## src/rtl/uart_tx_cfg.sv

```systemverilog
// uart_tx_cfg: runtime-configurable UART transmitter.
// Frame: start bit, 5..DBIT_MAX data bits LSB first, optional parity, 1 or 2 stop bits.
// Paced by s_tick, which pulses OVERSAMPLE times per bit period.
// Build option: define UART_TX_PARITY_EN to include the parity bit support;
// without it cfg_parity is ignored and every frame is sent without parity.
module uart_tx_cfg #(
  parameter int DBIT_MAX   = 8,
  parameter int OVERSAMPLE = 16
) (
  input  logic                            clk,
  input  logic                            reset,
  input  logic                            tx_start,
  input  logic                            s_tick,
  input  logic [DBIT_MAX-1:0]             tx_din,
  input  logic [$clog2(DBIT_MAX+1)-1:0]   cfg_dbits,
  input  logic [1:0]                      cfg_parity,
  input  logic                            cfg_stop2,
  output logic                            tx_busy,
  output logic                            tx_done_tick,
  output logic                            tx
);

  localparam int DW = $clog2(DBIT_MAX + 1);
  localparam int TW = $clog2(2 * OVERSAMPLE);

  localparam logic [TW-1:0] BIT_LAST  = TW'(OVERSAMPLE - 1);
  localparam logic [TW-1:0] STOP2_LAST = TW'(2 * OVERSAMPLE - 1);

  typedef enum logic [2:0] {
    IDLE   = 3'd0,
    START  = 3'd1,
    DATA   = 3'd2,
`ifdef UART_TX_PARITY_EN
    PARITY = 3'd3,
`endif
    STOP   = 3'd4
  } state_t;

  state_t              state, state_next;
  logic [TW-1:0]       tick_cnt, tick_next;
  logic [DW-1:0]       bit_idx, idx_next;
  logic [DBIT_MAX-1:0] shift_reg, shift_next;
  logic [DW-1:0]       dbits_reg, dbits_next;
  logic                stop2_reg, stop2_next;
  logic                tx_next, done_next, busy_next;
  logic [DW-1:0]       dbits_clamp;

`ifdef UART_TX_PARITY_EN
  logic                par_en, par_en_next;
  logic                par_bit, par_next;
  logic [DBIT_MAX-1:0] data_mask;
`else
  logic                unused_cfg_parity;
  assign unused_cfg_parity = ^cfg_parity;
`endif

  // Clamp the requested word length into the supported 5..DBIT_MAX range.
  always_comb begin
    if (cfg_dbits < DW'(5)) begin
      dbits_clamp = DW'(5);
    end else if (cfg_dbits > DW'(DBIT_MAX)) begin
      dbits_clamp = DW'(DBIT_MAX);
    end else begin
      dbits_clamp = cfg_dbits;
    end
  end

`ifdef UART_TX_PARITY_EN
  // Mask selecting only the data bits that will actually be sent, for parity.
  always_comb begin
    data_mask = '0;
    for (int i = 0; i < DBIT_MAX; i++) begin
      data_mask[i] = (i < int'(dbits_clamp));
    end
  end
`endif

  // Next-state logic; registered outputs are derived from the next state so they track it.
  always_comb begin
    state_next = state;
    tick_next  = tick_cnt;
    idx_next   = bit_idx;
    shift_next = shift_reg;
    dbits_next = dbits_reg;
    stop2_next = stop2_reg;
    done_next  = 1'b0;
    tx_next    = 1'b1;
`ifdef UART_TX_PARITY_EN
    par_en_next = par_en;
    par_next    = par_bit;
`endif
    case (state)
      IDLE: begin
        if (tx_start) begin
          state_next = START;
          tick_next  = '0;
          shift_next = tx_din;
          dbits_next = dbits_clamp;
          stop2_next = cfg_stop2;
`ifdef UART_TX_PARITY_EN
          par_en_next = (cfg_parity == 2'b01) || (cfg_parity == 2'b10);
          par_next    = (^(tx_din & data_mask)) ^ cfg_parity[1];
`endif
        end
      end
      START: begin
        if (s_tick) begin
          if (tick_cnt == BIT_LAST) begin
            tick_next  = '0;
            idx_next   = '0;
            state_next = DATA;
          end else begin
            tick_next = tick_cnt + TW'(1);
          end
        end
      end
      DATA: begin
        if (s_tick) begin
          if (tick_cnt == BIT_LAST) begin
            tick_next  = '0;
            shift_next = shift_reg >> 1;
            idx_next   = bit_idx + DW'(1);
            if (bit_idx == dbits_reg - DW'(1)) begin
`ifdef UART_TX_PARITY_EN
              state_next = par_en ? PARITY : STOP;
`else
              state_next = STOP;
`endif
            end
          end else begin
            tick_next = tick_cnt + TW'(1);
          end
        end
      end
`ifdef UART_TX_PARITY_EN
      PARITY: begin
        if (s_tick) begin
          if (tick_cnt == BIT_LAST) begin
            tick_next  = '0;
            state_next = STOP;
          end else begin
            tick_next = tick_cnt + TW'(1);
          end
        end
      end
`endif
      STOP: begin
        if (s_tick) begin
          if (tick_cnt == (stop2_reg ? STOP2_LAST : BIT_LAST)) begin
            tick_next  = '0;
            done_next  = 1'b1;
            state_next = IDLE;
          end else begin
            tick_next = tick_cnt + TW'(1);
          end
        end
      end
      default: begin
        state_next = IDLE;
        tick_next  = '0;
      end
    endcase

    case (state_next)
      START:   tx_next = 1'b0;
      DATA:    tx_next = shift_next[0];
`ifdef UART_TX_PARITY_EN
      PARITY:  tx_next = par_next;
`endif
      default: tx_next = 1'b1;
    endcase

    busy_next = (state_next != IDLE);
  end

  // State register and frame datapath; reset abandons any frame in flight.
  always_ff @(posedge clk or posedge reset) begin
    if (reset) begin
      state     <= IDLE;
      tick_cnt  <= '0;
      bit_idx   <= '0;
      shift_reg <= '0;
      dbits_reg <= '0;
      stop2_reg <= 1'b0;
    end else begin
      state     <= state_next;
      tick_cnt  <= tick_next;
      bit_idx   <= idx_next;
      shift_reg <= shift_next;
      dbits_reg <= dbits_next;
      stop2_reg <= stop2_next;
    end
  end

`ifdef UART_TX_PARITY_EN
  // Parity enable and parity bit are captured once at frame start.
  always_ff @(posedge clk or posedge reset) begin
    if (reset) begin
      par_en  <= 1'b0;
      par_bit <= 1'b0;
    end else begin
      par_en  <= par_en_next;
      par_bit <= par_next;
    end
  end
`endif

  // Registered outputs so the pad sees a glitch-free line.
  always_ff @(posedge clk or posedge reset) begin
    if (reset) begin
      tx           <= 1'b1;
      tx_busy      <= 1'b0;
      tx_done_tick <= 1'b0;
    end else begin
      tx           <= tx_next;
      tx_busy      <= busy_next;
      tx_done_tick <= done_next;
    end
  end

endmodule

```

## config.mk

```make
export PLATFORM = sky130hd
export DESIGN_NAME = uart_tx_cfg
export DESIGN_NICKNAME = d
export VERILOG_FILES = /design/src/rtl/uart_tx_cfg.sv
export SDC_FILE = /design/constraint.sdc
export NUM_CORES = 1
export LEC_CHECK = 0
export BUFFER_PORTS_ARGS = -buffer_cell sky130_fd_sc_hd__clkbuf_2
export CAP_MARGIN = 20
export CORE_AREA = 8 8 87 89
export DETAILED_ROUTE_END_ITERATION = 6
export DIE_AREA = 0 0 95 97
export GPL_ROUTABILITY_DRIVEN = 0
export PLACE_DENSITY = 0.53
export SYNTH_ARGS = -nofsm -noshare
export SYNTH_HDL_FRONTEND = slang
export SYNTH_SLANG_ARGS = --single-unit
export TNS_END_PERCENT = 5
```

## constraint.sdc

```tcl
create_clock -name clk -period 1.84 [get_ports clk]
set_input_delay 0.276 -clock clk [delete_from_list [all_inputs] [get_ports clk]]
set_output_delay 0.276 -clock clk [all_outputs]
set_load 0.03 [all_outputs]
```

==> flow_summary.ini, run 1 <==
[clock_tree]
cts-root-buf = clkbuf_8
cts_max_level = 1
cts-buffers-inserted = 3
cts_tree = built
hold_buffers = 0
worstSkewPairLatency_ps = 280
cts.path.max_buffers = 2
cts.sinks = 28
path_clk_slew_ps = 100

[synth]
netlist_top_cells_area = dfrtp_1 46%, nand2_1 7.8%, ha_1 4.2%
netlist.top_cell.by_area = dfrtp_1
syn_avg_cell_area_sq_um = 9.628
syn_inst = 154
ys_dominant_reg_cell = dfrtp_1
async_flop_share = 1.000
synth_common_cells = 31 x nand2_1, 27 x dfrtp_1, 10 x nor2_1
ys_warn_count = 0
synth_edf_count = 0
ys_ff_latch = 28
synth.net_count = 178
syn_area_sq_mm = 0.001483
synth.distinct_cells = 41
yosysSeqAreaShare = 0.4734
yosys.area.top_type_share = 0.4557
synth.most_common_cell = nand2_1

[setup_path]
r2r_end = tx_busy$_DFF_PP0_
reg2regPathDepth = 8
rrSetupSlack_ps = 50
worst_setup_path_start_kind = flip-flop
endpoint = tx_busy$_DFF_PP0_
worstReg2RegStart = tick_cnt[1]$_DFFE_PP0P_
endpoint_kind = flip-flop
startpoint = tick_cnt[1]$_DFFE_PP0P_
worstSetupPathType = reg2reg
arrival_ps = 1940
crit_fanout = 4
crit_required_ps = 1990

[route]
drtAntennaViolNets = 0
wl_microns = 3269
vias_per_cell = 4.425
drt-initial-drc-count = 49
drc = 0
wire_per_inst_microns = 12.29
firstDrtPassIters = 4
vias = 1177

[sta]
fin_worst_skew_ps = 6.734
slew_viol_final = 0
period_share = 0.9722
finalSetupViolations = 0
fmax_ghz = 0.5590
fin_crit_ps = 1789
worstMarginPinSlew_ps = 394.9
holdWs_ps = 24.59
maxSlewHeadroom = 0.7368
final_hold_viol_count = 0
layout_setup_ws_ps = 51.08
rsz0062_at_grt = true

[cells_and_area]
regArea_sq_um = 701.9
drive_gt1_frac = 0.3333
largest_reg_flops = 8
fin_area_sq_mm = 0.001918
syn_to_final_growth_pct = 29.37
multi_input_area_sq_um = 803.3
nets = 214
n_antenna_cell = 0
num-fill-cells = 654

[global_route]
grt_pass1_vias = 1272
grt_max_degree = 29
grt_pass1_wl_microns = 5878
grt_usage = 0.07799
grt_overflow = 0
antenna_found_initial = 0

[pwr]
irDropWorstVdd_v = 0.0003090
leakage_nw = 0.9082
total_power_mw = 2.378
power.density_mw_per_mm2 = 1240

[placed_design]
dp_slack_ps = -60.11
hpwl_microns = 2389
place_area_sq_mm = 0.001768
port_buffers = 19

[floorplanning]
die-area_sq_mm = 0.009215
start_util = 0.2390
dieHeight_microns = 97
top_level_ports = 22
rows = 29
die_w_microns = 95
core_sq_mm = 0.006205

[worst_hold_path]
hold_class = in2async

[job]
drv_cap = 0

[outcome]
outcome = complete, no violations
[per-stage QoR]
stage                     utilization  setup TNS (ps)  cells
after global placement         0.2849          -46.73    259
after detailed placement       0.2849          -63.10    259
after CTS                      0.3005               0    264
after floorplan                     -               0    154
after global routing           0.3091          -30.66    266
final                          0.3091               0    266
[power by group]
part / total, mW / internal (mW) / switching (mW)
sequential: 0.973 / 0.815 / 0.158
combinational: 0.912 / 0.464 / 0.448
clock: 0.493 / 0.291 / 0.201
[placed cells by master, fill, tap and decap left out, drive strengths merged, types with 2 or more instances in the layout]
master / n
nand2: 31
dfrtp: 27
clkbuf: 22
buf: 17
o21ai: 11
nor2: 10
a21oi: 6
a22oi: 6
xnor2: 6
inv: 6
ha: 5
and3: 3
nor3: 3
nand2b: 3
nand3: 3
mux2i: 2
a31oi: 2
a22o: 2
nor2b: 2
xor2: 2
and2: 2
[logic make-up (layout without fill, tap and decap cells)]
kind of cell	after synthesis	in the layout	synth area share
multiplexers	3	3	0.02110
buffers and inverters	11	46	0.03122
XOR/XNOR	8	8	0.05232
AO/OA/AOI/OAI	35	35	0.1570
AND/OR/NAND/NOR	64	64	0.2228
adder cells (fa/ha/maj)	5	5	0.04219
flip-flops	28	28	0.4734
[worst max-delay path, stage by stage (launching register included)]
cell and delay, ps:
dfrtp_1 390, ha_2 190, nand3_2 80, inv_2 50, ha_4 170, nand2_4 70, nor3_2 50, and3_1 180
or4_1 470
[worst min-delay path by stage]
stage,from,to,slack [ps],cells past startpoint
after global routing,reset,stop2_reg$_DFFE_PP0P_,80,3
after CTS,reset,shift_reg[0]$_DFF_PP0_,40,3
after global placement,reset,state[2]$_DFF_PP0_,360,3
after floorplan,reset,bit_idx[0]$_DFFE_PP0P_,340,1
after detailed placement,reset,state[0]$_DFF_PP0_,350,3
final,reset,shift_reg[0]$_DFF_PP0_,20,3
[layout make-up]
type | count | area share
Sequential cell | 28 | 0.3659
Tap cell | 77 | 0.05023
Inverter | 6 | 0.01174
Timing Repair Buffer | 36 | 0.1161
Multi-Input combinational cell | 115 | 0.4188
Clock buffer | 3 | 0.02153
Clock inverter | 1 | 0.01566
[routing by layer]
layer	up-vias	part of all wire	global-route usage	wire, microns
met3	4	0.038	0.01777	125
met5	-	0	0	0
li1	603	-	-	-
met1	555	0.48	0.1031	1585
met4	0	0.010	0.02524	34
met2	15	0.47	0.1210	1523
[timing repair]
item / CTS / global route
setup endpoints to repair: 3 / 3
endpoints found under the hold margin: 0 / 0
pin swaps: 6 / 7
gates resized for setup: 4 / 8
cloned: 0 / 0
buffers inserted: 1 / 2
No activity file was read; power rests on OpenSTA's default activity.
==> run 2: changes to the inputs <==
- RECOVER_POWER: default -> 50
==> run 2 against run 1 <==
Effect of this change: final cell count unchanged; the flow now finishes with violations (capacitance limit); global-route usage unchanged; register-to-register slack about the same; non-clock buffer count unchanged.
==> flow_summary.ini, run 2 (synthesis gave the netlist of run 1 again) <==
[route]
firstDrtPassIters = 4
drtAntennaViolNets = 0
drc = 0
wire_per_inst_microns = 12.24
wl_microns = 3256
vias = 1195
drt-initial-drc-count = 57
vias_per_cell = 4.492

[placed_design]
port_buffers = 19
dp_slack_ps = -60.11
place_inst = 259
hpwl_microns = 2389
place_area_sq_mm = 0.001768

[global_route]
grt_max_degree = 29
antenna_found_initial = 0
grt_pass1_wl_microns = 5878
grt_overflow = 0
grt_usage = 0.07799
grt_pass1_vias = 1272

[cells_and_area]
drive_gt1_frac = 0.3228
nets = 214
syn_to_final_growth_pct = 29.03
fin_area_sq_mm = 0.001913
n_antenna_cell = 0
fin_util = 0.3083
num-fill-cells = 654
largest_reg_flops = 8
layout_common_cells = 30 x nand2_1, 27 x dfrtp_1, 18 x clkbuf_2
final_cells = 266
mostFrequentLayoutCell = nand2_1

[clock_tree]
path_clk_slew_ps = 100
cts_tree = built
cts-buffers-inserted = 3
cts-root-buf = clkbuf_8
cts_max_level = 1
cts.path.max_buffers = 2
hold_buffers = 0
cts.sinks = 28
worstSkewPairLatency_ps = 280

[floorplanning]
die-area_sq_mm = 0.009215
die_w_microns = 95
rows = 29
dieHeight_microns = 97
start_util = 0.2390
core_sq_mm = 0.006205
top_level_ports = 22

[setup_path]
crit_required_ps = 1990
worstSetupPathType = reg2reg
arrival_ps = 1940
worst_setup_path_start_kind = flip-flop
crit_fanout = 4
endpoint_kind = flip-flop

[outcome]
outcome = complete, but fails checks
violations = capacitance limit

[pwr]
power.density_mw_per_mm2 = 1241
irDropWorstVdd_v = 0.0003089
leakage_nw = 0.9021

[sta]
period_share = 0.9703
fin_crit_ps = 1785
finalSetupViolations = 0
fin_worst_skew_ps = 5.293
fmax_ghz = 0.5601
final_hold_viol_count = 0
rsz0062_at_grt = true
maxSlewHeadroom = 0.001027
worstMarginPinSlew_ps = 1498
finalSetupTns_ps = 0
layout_setup_ws_ps = 54.71
slew_viol_final = 0

[worst_hold_path]
hold_class = in2reg

[job]
drv_cap = 1
[run 2: cell types whose count changed in the layout (fill, tap and decap cells not counted), sizes merged]
| cell | before | now |
|---|---|---|
| buf | 17 | 16 |
| clkbuf | 22 | 23 |
[run 2: power breakdown]
group          total [mW]  switching [mW]  internal [mW]  leakage, nW
registers           0.973           0.158          0.815        0.344
clock network       0.491           0.200          0.291       0.0357
logic               0.910           0.448          0.462        0.522
[run 2: critical path, stage by stage, from the launching register on]
cell	delay, ps
dfrtp_1	390
ha_2	190
nand3_2	80
inv_2	50
ha_4	170
nand2_4	70
nor3_2	50
and3_1	180
or4_1	470
[run 2: layer usage]
metal / part of all wire / wire, microns / global-route usage / vias up
li1: - / - / - / 606
met1: 0.48 / 1579 / 0.1031 / 563
met2: 0.46 / 1509 / 0.1210 / 20
met3: 0.040 / 129 / 0.01777 / 6
met4: 0.012 / 38 / 0.02524 / 0
met5: 0 / 0 / 0 / -
[run 2: through the flow]
| step | total power, mW | hold WS, ps |
|---|---|---|
| global route | 2.588 | 203.1 |
| detailed placement | 1.778 | 353.4 |
| CTS | 2.305 | 40.96 |
| floorplan | 1.522 | 340.7 |
| finish | 2.374 | 189.0 |
| global placement | 1.768 | 355.8 |
[run 2: layout make-up]
class / count / area (sq um) / share of cell area
clock buffers: 3 / 41.29 / 0.02158
inverters: 6 / 22.52 / 0.01177
flip-flops and latches: 28 / 701.9 / 0.3669
clock inverters: 1 / 30.03 / 0.01570
well taps: 77 / 96.34 / 0.05036
repair buffers: 36 / 217.7 / 0.1138
multi-input cells: 115 / 803.3 / 0.4199
[run 2: worst paths after layout]
kind                                               start                       end  slack, ps  cells after the start
worst max register to register   tick_cnt[1]$_DFFE_PP0P_         tx_busy$_DFF_PP0_         50                      8
worst max-delay path             tick_cnt[1]$_DFFE_PP0P_         tx_busy$_DFF_PP0_         50                      8
min in group asynchronous                          reset    shift_reg[0]$_DFF_PP0_        470                      3
max in group asynchronous                          reset    tx_done_tick$_DFF_PP0_        500                      3
worst min-delay path                           cfg_stop2     stop2_reg$_DFFE_PP0P_        190                      3
worst min register to register  shift_reg[4]$_DFFE_PP0P_  shift_reg[4]$_DFFE_PP0P_        480                      2
[run 2: what timing repair did]
| item | CTS | global route |
|---|---|---|
| cloned | 0 | 0 |
| pin swaps | 6 | 7 |
| setup endpoints to repair | 3 | 3 |
| setup buffers | 1 | 2 |
| gates resized for setup | 4 | 8 |
